--- src/rtl/video_timing_gen.sv ---
// Two-mode raster timing generator with ce-qualified counters, frame-aligned mode shadow and delayed sync/visible.
// Define VIDEO_TIMING_FRAME_COUNT_EN to add the frame_cnt output.
module video_timing_gen #(
  parameter int CW           = 11,
  parameter int SYNC_DELAY   = 0,
  parameter int M0_H_DISPLAY = 1024,
  parameter int M0_H_FRONT   = 24,
  parameter int M0_H_SYNC    = 136,
  parameter int M0_H_BACK    = 160,
  parameter int M0_V_DISPLAY = 768,
  parameter int M0_V_FRONT   = 3,
  parameter int M0_V_SYNC    = 6,
  parameter int M0_V_BACK    = 29,
  parameter int M1_H_DISPLAY = 640,
  parameter int M1_H_FRONT   = 16,
  parameter int M1_H_SYNC    = 96,
  parameter int M1_H_BACK    = 48,
  parameter int M1_V_DISPLAY = 480,
  parameter int M1_V_FRONT   = 10,
  parameter int M1_V_SYNC    = 2,
  parameter int M1_V_BACK    = 33,
  parameter int FC_W         = 8
) (
  input  logic          clk,
  input  logic          reset,
  input  logic          enable,
  input  logic          ce,
  input  logic          mode_req,
  input  logic          polarity,
  output logic          mode_active,
  output logic          hsync,
  output logic          vsync,
  output logic          visible,
  output logic          line_start,
  output logic          frame_start,
  output logic [CW-1:0] pix_x,
  output logic [CW-1:0] pix_y
`ifdef VIDEO_TIMING_FRAME_COUNT_EN
  ,
  output logic [FC_W-1:0] frame_cnt
`endif
);

  localparam logic [CW-1:0] M0_HD  = CW'(M0_H_DISPLAY);
  localparam logic [CW-1:0] M0_HSS = CW'(M0_H_DISPLAY + M0_H_FRONT);
  localparam logic [CW-1:0] M0_HSE = CW'(M0_H_DISPLAY + M0_H_FRONT + M0_H_SYNC - 1);
  localparam logic [CW-1:0] M0_HMX = CW'(M0_H_DISPLAY + M0_H_FRONT + M0_H_SYNC + M0_H_BACK - 1);
  localparam logic [CW-1:0] M0_VD  = CW'(M0_V_DISPLAY);
  localparam logic [CW-1:0] M0_VSS = CW'(M0_V_DISPLAY + M0_V_FRONT);
  localparam logic [CW-1:0] M0_VSE = CW'(M0_V_DISPLAY + M0_V_FRONT + M0_V_SYNC - 1);
  localparam logic [CW-1:0] M0_VMX = CW'(M0_V_DISPLAY + M0_V_FRONT + M0_V_SYNC + M0_V_BACK - 1);
  localparam logic [CW-1:0] M1_HD  = CW'(M1_H_DISPLAY);
  localparam logic [CW-1:0] M1_HSS = CW'(M1_H_DISPLAY + M1_H_FRONT);
  localparam logic [CW-1:0] M1_HSE = CW'(M1_H_DISPLAY + M1_H_FRONT + M1_H_SYNC - 1);
  localparam logic [CW-1:0] M1_HMX = CW'(M1_H_DISPLAY + M1_H_FRONT + M1_H_SYNC + M1_H_BACK - 1);
  localparam logic [CW-1:0] M1_VD  = CW'(M1_V_DISPLAY);
  localparam logic [CW-1:0] M1_VSS = CW'(M1_V_DISPLAY + M1_V_FRONT);
  localparam logic [CW-1:0] M1_VSE = CW'(M1_V_DISPLAY + M1_V_FRONT + M1_V_SYNC - 1);
  localparam logic [CW-1:0] M1_VMX = CW'(M1_V_DISPLAY + M1_V_FRONT + M1_V_SYNC + M1_V_BACK - 1);

  typedef struct packed {
    logic hs;
    logic vs;
    logic vis;
    logic ls;
    logic fs;
  } stage_t;

  logic [CW-1:0] h_disp, h_ss, h_se, h_max;
  logic [CW-1:0] v_disp, v_ss, v_se, v_max;
  logic          line_wrap, frame_wrap, clear;
  stage_t        s0;
  stage_t        pipe [SYNC_DELAY+1];
  stage_t        tail;

  always_comb begin
    h_disp = mode_active ? M1_HD  : M0_HD;
    h_ss   = mode_active ? M1_HSS : M0_HSS;
    h_se   = mode_active ? M1_HSE : M0_HSE;
    h_max  = mode_active ? M1_HMX : M0_HMX;
    v_disp = mode_active ? M1_VD  : M0_VD;
    v_ss   = mode_active ? M1_VSS : M0_VSS;
    v_se   = mode_active ? M1_VSE : M0_VSE;
    v_max  = mode_active ? M1_VMX : M0_VMX;
  end

  assign clear      = reset || !enable;
  assign line_wrap  = (pix_x == h_max);
  assign frame_wrap = line_wrap && (pix_y == v_max);

  // Mode is only re-sampled on the last pixel of a frame, so limits never change mid-frame.
  always_ff @(posedge clk) begin
    if (clear) begin
      pix_x       <= '0;
      pix_y       <= '0;
      mode_active <= mode_req;
    end else if (ce) begin
      if (line_wrap) begin
        pix_x <= '0;
        pix_y <= (pix_y == v_max) ? '0 : pix_y + 1'b1;
      end else begin
        pix_x <= pix_x + 1'b1;
      end
      if (frame_wrap)
        mode_active <= mode_req;
    end
  end

  always_comb begin
    s0     = '0;
    s0.hs  = (pix_x >= h_ss) && (pix_x <= h_se);
    s0.vs  = (pix_y >= v_ss) && (pix_y <= v_se);
    s0.vis = (pix_x < h_disp) && (pix_y < v_disp);
    s0.ls  = (pix_x == '0);
    s0.fs  = (pix_x == '0) && (pix_y == '0);
  end

  always_ff @(posedge clk) begin
    if (clear) begin
      for (int unsigned i = 0; i < SYNC_DELAY + 1; i++)
        pipe[i] <= '0;
    end else if (ce) begin
      pipe[0] <= s0;
      for (int unsigned i = 1; i < SYNC_DELAY + 1; i++)
        pipe[i] <= pipe[i-1];
    end
  end

  assign tail        = pipe[SYNC_DELAY];
  assign hsync       = tail.hs ^ ~polarity;
  assign vsync       = tail.vs ^ ~polarity;
  assign visible     = tail.vis & enable;
  assign line_start  = tail.ls & ce;
  assign frame_start = tail.fs & ce;

`ifdef VIDEO_TIMING_FRAME_COUNT_EN
  always_ff @(posedge clk) begin
    if (clear)
      frame_cnt <= '0;
    else if (ce && frame_wrap)
      frame_cnt <= frame_cnt + 1'b1;
  end
`endif

endmodule
--- config.mk ---
export PLATFORM = sky130hd
export DESIGN_NAME = video_timing_gen
export DESIGN_NICKNAME = d
export VERILOG_FILES = /design/src/rtl/video_timing_gen.sv
export SDC_FILE = /design/constraint.sdc
export NUM_CORES = 1
export LEC_CHECK = 0
export CAP_MARGIN = 20
export CORE_MARGIN = 4
export CORE_UTILIZATION = 54
export CTS_CLUSTER_DIAMETER = 60
export CTS_CLUSTER_SIZE = 14
export DETAILED_ROUTE_END_ITERATION = 10
export GPL_TIMING_DRIVEN = 0
export HOLD_SLACK_MARGIN = 0.05
export PLACE_DENSITY = 0.81
export REMOVE_ABC_BUFFERS = 1
export SLEW_MARGIN = 20
export SYNTH_ARGS = -nofsm -noshare
export SYNTH_HDL_FRONTEND = slang
export SYNTH_SLANG_ARGS = --single-unit
--- constraint.sdc ---
create_clock -name clk -period 2.8 [get_ports clk]
set_clock_uncertainty 0.2 [all_clocks]
set_input_delay 0.56 -clock clk [delete_from_list [all_inputs] [get_ports clk]]
set_output_delay 0.56 -clock clk [all_outputs]
set_load 0.005 [all_outputs]
==> After elaboration in Yosys (flattened, before gate mapping) <==
Memory sizes are Yosys's and may differ from the RTL's.
Cells that the tools add are included.
Widths: inputs -> output; s select.
{ "totals": {"ff_bits": 23, "mem_count": 1, "elab_cells": 54, "output_inout_bits": 28, "ram_bits": 5} }
{ "mem_list": {"columns": ["name", "words", "word_bits", "read_ports", "rd_ports_with_merged_regs", "wr", "line_no", "text"], "rows": [
  ["pipe", 1, 5, 1, 0, 1, "73", "stage_t pipe [SYNC_DELAY+1];"]
]} }
{ "op_classes": {"eq_ne": 2, "addsub": 2, "n_reduce_logical": 14, "mux": 20, "order_cmp": 6, "n_bitwise": 6} }
{ "op_table": {"columns": ["operator", "n"], "rows": [
  ["$mux 11", 6],
  ["$mux 10", 3],
  ["$add 11x1->11 const B", 2],
  ["$logic_not 11->1", 2],
  ["$eq 11x10->1", 1],
  ["$eq 11x11->1", 1],
  ["$ge 11x10->1", 1],
  ["$ge 11x11->1", 1],
  ["$le 11x10->1", 1],
  ["$le 11x11->1", 1],
  ["$lt 11x10->1", 1],
  ["$lt 11x11->1", 1],
  ["$mux 1", 9],
  ["$mux 9", 1],
  ["$logic_and 1x1->1", 5],
  ["$mux 5", 1],
  ["$reduce_or 5->1", 1],
  ["$reduce_and 2->1", 2],
  ["$reduce_bool 2->1", 2],
  ["$and 1x1->1", 3],
  ["$xor 1x1->1", 2],
  ["$logic_not 1->1", 1],
  ["$logic_or 1x1->1", 1],
  ["$not 1->1", 1]
]} }

==> Longest topological paths before layout <==
Gate-level depths: netlist (run 1).
{ "logic_depth": {"depth_word": 6, "ltp_mapped": 6, "ltp_nobuf": 6} }

==> Least setup slack after synthesis (run 1) <==
No wires, ideal clock.
{ "synth_path": {"path_kind": "reg2reg", "start": "reg mode_active", "end": "reg pix_y[3]", "t_arrival_ns": 2.030, "stages_incl_launch_ff": 7, "slack_ns": 0.485, "synth_period_minus_slack_ns": 2.315, "path_buffers": 0, "cell_sequence": "edfxtp_1 > inv_1 > ha_1 > and4bb_1 > a41o_4 > or2_4 > o31ai_2"} }
{ "synth_via": {"elab_chain_cells": 3, "elab_cells_between_ends": 6, "cone_classes": "eq/ne: 2; mux: 3; reduce/logical: 1"} }
{ "synth_lines": {"columns": ["element", "line_no", "text"], "rows": [
  ["start, declared", "30", "output logic mode_active,"],
  ["start signal, assigned", "96", "mode_active <= mode_req;"],
  ["start signal, assigned", "105", "mode_active <= mode_req;"],
  ["$mux 9 or $mux 11 (tied branches)", "84, 80", null],
  ["$eq 11x10->1 or $eq 11x11->1 (tied branches)", "100, 88", null],
  ["$mux 11 or $reduce_and 2->1 (tied branches)", null, null],
  ["end signal, assigned", "100", "pix_y <= (pix_y == v_max) ? '0 : pix_y + 1'b1;"],
  ["end, declared", "37", "output logic [CW-1:0] pix_y"]
]} }
Several ways; a longest one is shown, not always the timed one.
A chain may end at the register's enable or synchronous reset.

==> Worst setup path after layout (run 1) <==
{ "layout_path": {"start": "in ce", "end": "out frame_start"} }
{ "layout_via": {"elab_chain_cells": 1} }
{ "layout_lines": {"columns": ["element", "line_no", "text"], "rows": [
  ["start, declared", "27", "input logic ce,"],
  ["$and 1x1->1", "134", "assign frame_start = tail.fs & ce;"],
  ["end, declared", "35", "output logic frame_start,"]
]} }
Every way passes these cells.

==> flow_summary.yaml, run 1 <==
pwr:
  vdd_drop_max_uv: 200
  p_int_uw: 674
  p_clk_share_pct: 36.7
  p_comb_share_pct: 15.0
  p_seq_share_pct: 48.3
  leakagePower_uw: 0.000938
  netSwitchingFraction_pct: 24.2
  switching_power_uw: 216
  finalPower_uw: 889
  powerDensity_nw_per_um2: 350
synthesis:
  synth_top_cell_by_area: "dfxtp_1"
  yosysMostFrequentCell: "dfxtp_1"
  synthFlopType: "dfxtp_1"
  seq_area_frac_synth_pct: 29.6
  yosys_warnings: 0
  synth-edff-count: 6
  synth_seq_cells: 28
  syn_inst: 235
  synth_top_area_share_pct: 21.0
  avgSynthCellArea_um2: 8.92
  synth_common_cells: "dfxtp_1 (22), ha_1 (21), nor2_1 (18)"
  ys_types: 56
  netlist_area_um2: 2100
  synth_async_sr_flop_share_pct: 0
  yosys-top-cells-area: "dfxtp_1 (21%), ha_1 (13%), edfxtp_1 (8.6%), xnor2_1 (3.3%), nor2_1 (3.2%)"
placement:
  place_area_um2: 2450
  dp_hpwl_um: 3760
  io_buffers: 33
  pre_cts_ws_ns: 0.0489
  gp_congestion: 0.868
die:
  fp.dieH_um: 70.3
  row_count: 22
  die_w_um: 70.3
  die-area_um2: 4940
  io_pins: 34
  start_util_pct: 56.4
  core_um2: 3720
sta:
  finalSetupTns_ns: 0
  fin_crit_ns: 2.78
  tightest_slew_ns: 0.468
  setup_ws_ns: 0.0203
  setup_viol: 0
  final_hold_viol_count: 0
  max_clock_freq_mhz: 360
  rsz0062_at_grt: "false"
  max_slew_margin_pct: 68.7
  fin_crit_sh_pct: 99.3
  maxSlewViolCount: 0
  fin_hold_ws_ns: 0.376
run_status:
  outcome: "completed"
finish:
  antenna_cells: 0
  drive_gt1_share_pct: 6.72
  regArea_um2: 621
  nets: 296
  fin_area_um2: 2540
  areaGrowthSynthToFinish_pct: 21.3
  fillers: 305
  multi_input_area_um2: 1390
global_route:
  grt_antenna_before_repair: 0
  grt_util_met2_pct: 33.9
  top_usage_layer: "met2"
  gr-total-overflow: 0
  grt_use_met3_pct: 4.17
  grt_pass1_wl_um: 8460
  gr-usage-met1_pct: 27.5
  grt_max_degree: 17
  grt_pass1_vias: 1829
  grt_util_all_layers_pct: 20.7
clocking:
  ctsHoldBuffers: 0
  cts_htree_levels: 1
  numCtsBuffers: 3
  clk_path_buf_depth: 2
  cts.clk_slew.worst_paths_ns: 0.10
  clock_sinks: 28
  clk_latency_ns: 0.28
  cts-root-buf: "clkbuf_8"
  cts_tree: "built"
setup_path:
  path_max_fanout: 13
  arrival_ns: 2.02
  cp_slowest_cell: "clkdlybuf4s50_1"
  critPathKind: "input port to output pin"
  crit_required_ns: 2.04
  cp_cell_sequence: "clkdlybuf4s50_1 -> and2_1 -> clkdlybuf4s50_1"
  crit_path_frequent_cell: "clkdlybuf4s50_1"
  crit_path_start_kind: "input port"
  slowest_delay_ns: 0.76
  critPathCaptureType: "output pin"
drt:
  drt_iter0_markers: 137
  drc: 0
  wl_per_cell_um: 16.4
  vias: 1964
  drtAntennaViolNets: 0
  wl_um: 5170
  viasPerCell: 6.22
  firstDrtPassIters: 4
min_path:
  hold_class: "register to register"
job:
  maxCapViolCount: 0
## per-layer routing
| metal | routed length, µm | up-vias | share of wire (%) |
|---|---|---|---|
| li1 | - | 951 | - |
| met1 | 2360 | 936 | 46 |
| met2 | 2420 | 71 | 47 |
| met3 | 340 | 6 | 6.6 |
| met4 | 55 | 0 | 1.1 |
| met5 | 0 | - | 0 |
## logic make-up (layout without fill, tap and decap cells)
logic type	after synthesis	count (layout)	share of synthesized area (%)
xor gates and xnor gates	12	12	5.01
DFF	28	28	29.6
adders and majority gates	21	21	12.5
and+or+nand+nor	103	103	30.2
AOI/OAI and AO/OA	51	51	18.6
buffers and inverters	20	53	4.12
## power by group through the flow
stage | registers [µW] | logic [µW] | clock network, µW
5_1_grt | 430 | 147 | 351
2_1_floorplan | 438 | 75.7 | 0
4_1_cts | 432 | 122 | 327
6_report | 429 | 134 | 326
3_5_place_dp | 441 | 121 | 0
3_3_place_gp | 442 | 117 | 0
## critical path, delay by kind of cell
kind	cells	cell delay, ns
AND/OR/NAND/NOR	1	0.21
buffers and inverters	2	1.26
## registers in the layout, indices dropped and copies added, names as in the netlist
| name | flops |
|---|---|
| mode_active | 1 |
| pipe | 5 |
| pix_x | 11 |
| pix_y | 11 |
## worst paths after layout
check,from,to,slack (ns),cells past startpoint
setup reg to reg,mode_active$_DFFE_PP_,mode_active$_DFFE_PP_,0.27,6
setup / recovery,ce,frame_start,0.02,3
hold / removal,pix_y[0]$_SDFFE_PP0P_,pix_y[0]$_SDFFE_PP0P_,0.38,1
hold reg to reg,pix_y[0]$_SDFFE_PP0P_,pix_y[0]$_SDFFE_PP0P_,0.38,1
## per-stage QoR
step / util [%] / std cells
CTS: 67.8 / 313
floorplan: - / 228
detailed placement: 65.9 / 309
finish: 68.5 / 316
global route: 68.5 / 316
global placement: 65.9 / 309
## cell type report
class | instances | area share (%)
multi-input combinational | 187 | 54.6
sequential | 28 | 24.4
timing repair buffer | 36 | 13.9
tap | 48 | 2.36
inverter | 13 | 1.92
clock buffer | 3 | 1.62
clock inverter | 1 | 1.18
## cell usage in the layout, fill, tap and decap left out, types with 2 or more instances in the layout
master,instances
nand4_1,7
and3_1,4
o31ai_1,3
a21oi_1,10
nor2_1,18
nand2_1,9
o311ai_0,2
nand3b_1,5
a211oi_1,3
buf_4,3
nand3_1,13
clkbuf_8,3
inv_1,13
or3_1,2
o221ai_1,2
and2_1,7
xnor2_1,8
nor2b_1,5
a32oi_1,2
edfxtp_1,6
nor4_1,4
o21ai_1,4
and4_1,2
a311oi_1,2
xor2_1,4
nor3_1,9
a22o_1,2
dfxtp_1,22
a21o_1,4
o21ai_0,5
nand2b_1,7
clkdlybuf4s50_1,33
ha_1,21
## repair_timing
item                                    4_1_cts  5_1_grt
setup buffers                                 0        3
gates resized for setup                       0        0
endpoints found under the setup margin        0        6
(Power assumes the default switching activity.)
==> run 2, diff against run 1 <==
--- a/config.mk
+++ b/config.mk
@@ -6,6 +6,7 @@
 export NUM_CORES = 1
 export LEC_CHECK = 0
 export CAP_MARGIN = 20
+export CORE_ASPECT_RATIO = 1.75
 export CORE_MARGIN = 4
 export CORE_UTILIZATION = 54
 export CTS_CLUSTER_DIAMETER = 60
==> run 2 against run 1 <==
Net effect: count of clock-buffer cells in the layout unchanged; critical path depth rose by 3; via count fell by 1.1%; setup slack better by 0.095 ns; worst hold slack worse by 0.015 ns; critical endpoint is now mode_active$_DFFE_PP_; total power up 0.42%; first-iteration DRC count shrank 58%.
==> flow_summary.yaml, run 2 (synthesis gave the netlist of run 1 again) <==
run_status:
  outcome: "completed"
finish:
  areaGrowthSynthToFinish_pct: 21.7
  fin_util_pct: 68.9
  top_regs: "pix_x: 11 flops, pix_y: 11 flops, pipe: 5 flops"
  antenna_cells: 0
  nets: 297
  final_common_cell: "clkdlybuf4s50_1"
  final_cell_mix: "clkdlybuf4s50_1 (32), dfxtp_1 (22), ha_1 (21)"
  drive_gt1_share_pct: 7.06
  fillers: 321
setup_path:
  critPathKind: "register to register"
  rrSetupSlack_ns: 0.12
  arrival_ns: 2.53
  path_max_fanout: 11
  cp_slowest_cell: "edfxtp_1"
  cp.buffers_inverters: 1
  critPathCaptureType: "register"
  cp_top_family: "simple AND/OR/NAND/NOR gates"
  crit_path_frequent_cell: "nor2_1"
  crit_required_ns: 2.64
  crit_path_start_kind: "register"
  slowest_delay_ns: 0.55
  cp_cell_sequence: "inv_1 -> ha_1 -> and3_1 -> and4_1 -> nor2_1 -> nor2_1"
sta:
  rsz0062_at_grt: "true"
  max_clock_freq_mhz: 373
  setup_ws_ns: 0.115
  fin_crit_ns: 2.68
  setup_viol: 0
  tightest_slew_ns: 0.582
  final_hold_viol_count: 0
  fin_crit_sh_pct: 95.9
  maxSlewViolCount: 0
  max_slew_margin_pct: 61.2
drt:
  viasPerCell: 6.17
  drc: 0
  wl_per_cell_um: 17.5
  drtAntennaViolNets: 0
  vias: 1942
  firstDrtPassIters: 4
  wl_um: 5520
  drt_iter0_markers: 58
die:
  start_util_pct: 56.7
  die-area_um2: 4980
  io_pins: 34
  core_um2: 3700
  row_count: 29
  fp.dieH_um: 90.4
  die_w_um: 55.1
pwr:
  netSwitchingFraction_pct: 24.4
  switching_power_uw: 218
  powerDensity_nw_per_um2: 350
  p_int_uw: 675
  p_clk_share_pct: 36.7
  p_comb_share_pct: 15.0
  p_seq_share_pct: 48.3
  leakagePower_uw: 0.000952
  vdd_drop_max_uv: 249
global_route:
  grt_antenna_before_repair: 0
  gr-total-overflow: 0
  grt_pass1_vias: 1923
  grt_max_degree: 17
  grt_util_all_layers_pct: 24.2
  grt_pass1_wl_um: 9090
clocking:
  cts.clk_slew.worst_paths_ns: 0.10
  clock_sinks: 28
  clk_path_buf_depth: 2
  cts_htree_levels: 1
  numCtsBuffers: 3
  clk_latency_ns: 0.28
  cts_tree: "built"
  cts-root-buf: "clkbuf_8"
placement:
  pre_cts_ws_ns: 0.0420
  gp_congestion: 0.840
  dp_hpwl_um: 4120
  io_buffers: 33
job:
  maxCapViolCount: 0
min_path:
  hold_class: "register to register"
run 2: layout make-up:
type                            count  area (µm²)  area share (%)
Multi-Input combinational cell    187        1390            54.5
Inverter                           13        48.8            1.91
Timing Repair Buffer               37         363            14.2
Clock buffer                        3        41.3            1.62
Clock inverter                      1        30.0            1.18
Tap cell                           46        57.6            2.26
Sequential cell                    28         621            24.3
run 2: worst register-to-register path: cells and delay by family (launching register included):
kind	cells	cell delay (ns)
and+or+nand+nor	4	0.98
DFF	1	0.55
buffers and inverters	1	0.40
adders and majority gates	1	0.33
run 2: power by group through the flow:
stage	Clock, µW	Combinational (µW)	Sequential, µW
floorplan	0	75.7	438
global placement	0	119	442
detailed placement	0	122	442
CTS	334	123	433
global route	352	148	433
finish	328	134	431
run 2: final timing paths:
kind	cells after the start	end	startpoint
max	6	mode_active$_DFFE_PP_	mode_active$_DFFE_PP_
min	1	pix_y[0]$_SDFFE_PP0P_	pix_y[0]$_SDFFE_PP0P_
max reg2reg	6	mode_active$_DFFE_PP_	mode_active$_DFFE_PP_
min reg2reg	1	pix_y[0]$_SDFFE_PP0P_	pix_y[0]$_SDFFE_PP0P_
run 2: metal layers:
metal  wire length (µm)  share of wire, %  track usage (%)  vias to the layer above
met1               2190                40             27.2                      912
met5                  0                 0                0                        -
met3                185               3.4             2.81                       18
met4                199               3.6             12.0                        0
li1                   -                 -                -                      949
met2               2950                53             41.8                       63
run 2: per-stage QoR:
step | TNS (ns) | cell area (µm²) | instances | total power [µW] | hold slack (ns)
after CTS | 0 | 2520 | 311 | 890 | 0.369
after global placement | 0 | 2450 | 307 | 560 | 0.342
after detailed placement | 0 | 2450 | 307 | 565 | 0.341
after global routing | -0.00846 | 2550 | 315 | 932 | 0.385
after floorplan | 0 | 2060 | 228 | 514 | 0.314
final | 0 | 2550 | 315 | 893 | 0.362
run 2: timing repair:
| action | CTS | global route |
|---|---|---|
| hold buffers | 0 | 0 |
| resized for setup | 0 | 1 |
| setup buffers | 0 | 4 |
| setup endpoints to repair | 0 | 17 |
